==> config.mk <==
export PLATFORM = sky130hd
export DESIGN_NAME = equal_pair_run_detector
export DESIGN_NICKNAME = d
export VERILOG_FILES = /design/src/rtl/equal_pair_run_detector.sv
export SDC_FILE = /design/constraint.sdc
export NUM_CORES = 1
export LEC_CHECK = 0
export ABC_CLOCK_PERIOD_IN_PS = 1350
export BUFFER_PORTS_ARGS = -buffer_cell sky130_fd_sc_hd__buf_2
export CELL_PAD_IN_SITES_DETAIL_PLACEMENT = 1
export CELL_PAD_IN_SITES_GLOBAL_PLACEMENT = 1
export CORE_AREA = 2 2 39 41
export DETAILED_ROUTE_END_ITERATION = 7
export DIE_AREA = 0 0 41 43
export GPL_ROUTABILITY_DRIVEN = 0
export PLACE_DENSITY_LB_ADDON = 0.1
export SLEW_MARGIN = 20
export SYNTH_ARGS = -nofsm -noshare
export SYNTH_HDL_FRONTEND = slang
export SYNTH_SLANG_ARGS = --single-unit
export TNS_END_PERCENT = 10
==> constraint.sdc <==
create_clock -name clk -period 1.35 [get_ports clk]
set_input_delay 0.27 -clock clk [delete_from_list [all_inputs] [get_ports clk]]
set_output_delay 0.27 -clock clk [all_outputs]
set_load 0.02 [all_outputs]
==> src/rtl/equal_pair_run_detector.sv <==
// Moore FSM that counts consecutive cycles where both bits of w are equal.
// x marks a run of four or more; InIdle marks that no run is in progress.
module equal_pair_run_detector (
  input  logic       clk,
  input  logic       rst,
  input  logic [1:0] w,
  output logic       x,
  output logic       InIdle
);

  typedef enum logic [4:0] {
    IDLE = 5'b00001,
    M1   = 5'b00010,
    M2   = 5'b00100,
    M3   = 5'b01000,
    M4   = 5'b10000
  } state_t;

  state_t r_state;
  state_t w_state_nxt;
  logic   w_match;

  assign w_match = (w[1] == w[0]);

  always_ff @(posedge clk) begin
    if (rst) begin
      r_state <= IDLE;
    end else begin
      r_state <= w_state_nxt;
    end
  end

  // Any non-one-hot pattern falls into default and returns to IDLE.
  always_comb begin
    w_state_nxt = IDLE;
    case (r_state)
      IDLE:    w_state_nxt = w_match ? M1 : IDLE;
      M1:      w_state_nxt = w_match ? M2 : IDLE;
      M2:      w_state_nxt = w_match ? M3 : IDLE;
      M3:      w_state_nxt = w_match ? M4 : IDLE;
      M4:      w_state_nxt = w_match ? M4 : IDLE;
      default: w_state_nxt = IDLE;
    endcase
  end

  assign InIdle = (r_state == IDLE);
  assign x      = (r_state == M4);

endmodule

==> flow_summary_export.csv <==
group,metric,value,unit
run_status,status,"finished, violations left",
run_status,violations,"negative setup slack",
global_route,grt_usage,0.0854,
drt,routed_via_density,4.36,
drt,drtIter0Drc,0,
timing,min_period_over_period,1.15,
finish,reg_top3,"r_state x5",
floorplan,rows,14,
timing,setup_viol,2,
drt,drt-wirelength-per-cell,10.3,um
global_route,grt_max_degree,7,
clock_network,path_clk_slew,40,ps
drt,vias,240,
global_route,antenna_found_initial,0,
timing,fin_crit,1560,ps
pwr,vdd_drop_max,0.422,mV
setup_path,worstPathArrival,1290,ps
setup_path,cp-start-kind,"register",
timing,clock_skew,1.18,ps
synthesis,synth-main-ff-cell,"dfxtp_1",
pwr,sequentialPowerShare,0.382,
pwr,p_leak,0.152,nW
finish,num_antenna_cells,0,
clock_network,clk_latency,240,ps
synthesis,synth_edf_count,0,
pwr,switching_power,0.0000973,W
pwr,power.share.clock,0.407,
finish,fin_area,397,sq um
setup_path,path_class,"register to output pin",
synthesis,synth_top_area_cell,"dfxtp_1",
synthesis,syn_area,246,sq um
synthesis,synth_cell_types,15,
timing,drv_slew,0,
pwr,swShare,0.235,
placed_design,place_area,352,sq um
setup_path,crit_fanout,2,
timing,fmax,643,MHz
floorplan,die_w,41,um
floorplan,fp.dieArea,0.00176,sq mm
finish,area.growth.synth_to_final,60.9,%
global_route,overflow,0,
drt,drc,0,
clock_network,tritoncts,"yes",
finish,num-nets-final,44,
placed_design,port_buffers,5,
timing,rsz0062_at_grt,"yes",
drt,first_pass_iters,1,
global_route,grt_pass1_wl,966,um
synthesis,synthCells,24,
timing,setup_ws,-205,ps
finish,largest_reg_flops,5,
timing,worst_pin_slew,255,ps
clock_network,htreeDepth,1,
synthesis,ys_warn_count,0,
pwr,intPower,0.000317,W
pwr,powerDensity,1040,mW/mm^2
drt,drtAntennaViolNets,0,
drt,routed_wl,564,um
synthesis,synth-async-reset-ratio,0,
clock_network,root_buffer,"clkbuf_4",
placed_design,place_hpwl,465,um
clock_network,cts_buffer_depth,2,
clock_network,cts_setup_buffers,0,
synthesis,seq_area_frac_synth,0.406,
placed_design,pre_cts_slack,9.82,ps
timing,slew_headroom,0.828,
synthesis,synth.avg_cell_area,10.3,sq um
clock_network,cts_buffers,3,
synthesis,synth_common_cells,"dfxtp_1 (5), nand2b_1 (3), nor4_1 (2), nor4b_1 (2), xnor2_1 (2)",
synthesis,synthTopCellsByArea,"dfxtp_1 (41%), nand2b_1 (7.6%), nor4b_1 (7.1%)",
synthesis,ys_seq_elements,5,
timing,hold_viol_final,0,
timing,setup_tns,-337,ps
finish,top_register,"r_state",
synthesis,syn_nets,28,
floorplan,dieHeight,43,um
pwr,p_comb_frac,0.211,
floorplan,boundaryPins,6,
finish,drive_gt1_frac,0.487,
floorplan,core,0.00138,sq mm
synthesis,synth_top_area_frac,0.406,
min_path,min_path_type,"input port to register",
flow_run,maxCapViolCount,0,
synthesis,synth_most_common_cell,"dfxtp_1",
floorplan,start_util,0.178,
clock_network,cts_sinks,5,
setup_path,cp.required,1080,ps
global_route,grt_pass1_vias,269,
setup_path,cp-end-kind,"output pin",
[stage by stage]
step	power, W	cells	hold WS (ps)	utilization
after floorplan	0.000203	24	460	-
after global placement	0.000232	51	521	0.254
after detailed placement	0.000234	51	530	0.254
after CTS	0.000417	55	314	0.278
after global routing	0.000444	55	321	0.287
final	0.000414	55	322	0.287
[power by group through the flow]
stage	Sequential (W)	Clock (W)	Combinational, W
detailed placement	0.000160	0	0.0000734
global placement	0.000160	0	0.0000720
floorplan	0.000164	0	0.0000390
CTS	0.000158	0.000180	0.0000792
finish	0.000158	0.000168	0.0000872
global route	0.000158	0.000191	0.0000948
[worst paths after layout]
check,cells past startpoint,slack (ps),start,endpoint
worst min-delay path,2,320,rst,r_state[1]
worst max register to register,4,160,r_state[0],r_state[0]
worst max-delay path,3,-210,r_state[2],InIdle
worst min register to register,2,530,r_state[2],r_state[2]
[placed cells by master (no fill, tap or decap), types with 2 or more instances in the layout]
master	synthesis	layout
buf_4	0	7
dfxtp_1	5	4
nand2b_1	3	3
clkbuf_4	0	3
buf_2	0	3
xnor2_1	2	2
nor4_1	2	2
[critical path, cell delays in order (launching register included)]
cell     delay [ps]
dfxtp_2         310
or3_4           390
nor3b_4         200
buf_6           140
[cells by family after synthesis]
kind of cell	synth area share
AO/OA/AOI/OAI	0.117
XOR/XNOR	0.107
flip-flops	0.406
AND/OR/NAND/NOR	0.371
[final cells by class]
cell class	instances	area, sq um
Fill cell	167	987
Clock buffer	4	26.3
Multi-Input combinational cell	19	170
Timing Repair Buffer	11	78.8
Sequential cell	5	101
Tap cell	16	20.0
[repair_timing]
action	in CTS	in global routing
pin swaps	2	0
endpoints found under the setup margin	2	2
gates resized for setup	3	3
hold buffers	0	0
[layer usage]
| layer | vias to the layer above | wire length (um) | GRT usage |
|---|---|---|---|
| li1 | 120 | - | - |
| met1 | 112 | 229 | 0.0839 |
| met2 | 6 | 295 | 0.128 |
| met3 | 2 | 28 | 0.0157 |
| met4 | 0 | 10 | 0.100 |
| met5 | - | 0 | 0 |
Note: power is estimated with default switching activity, not from simulation.
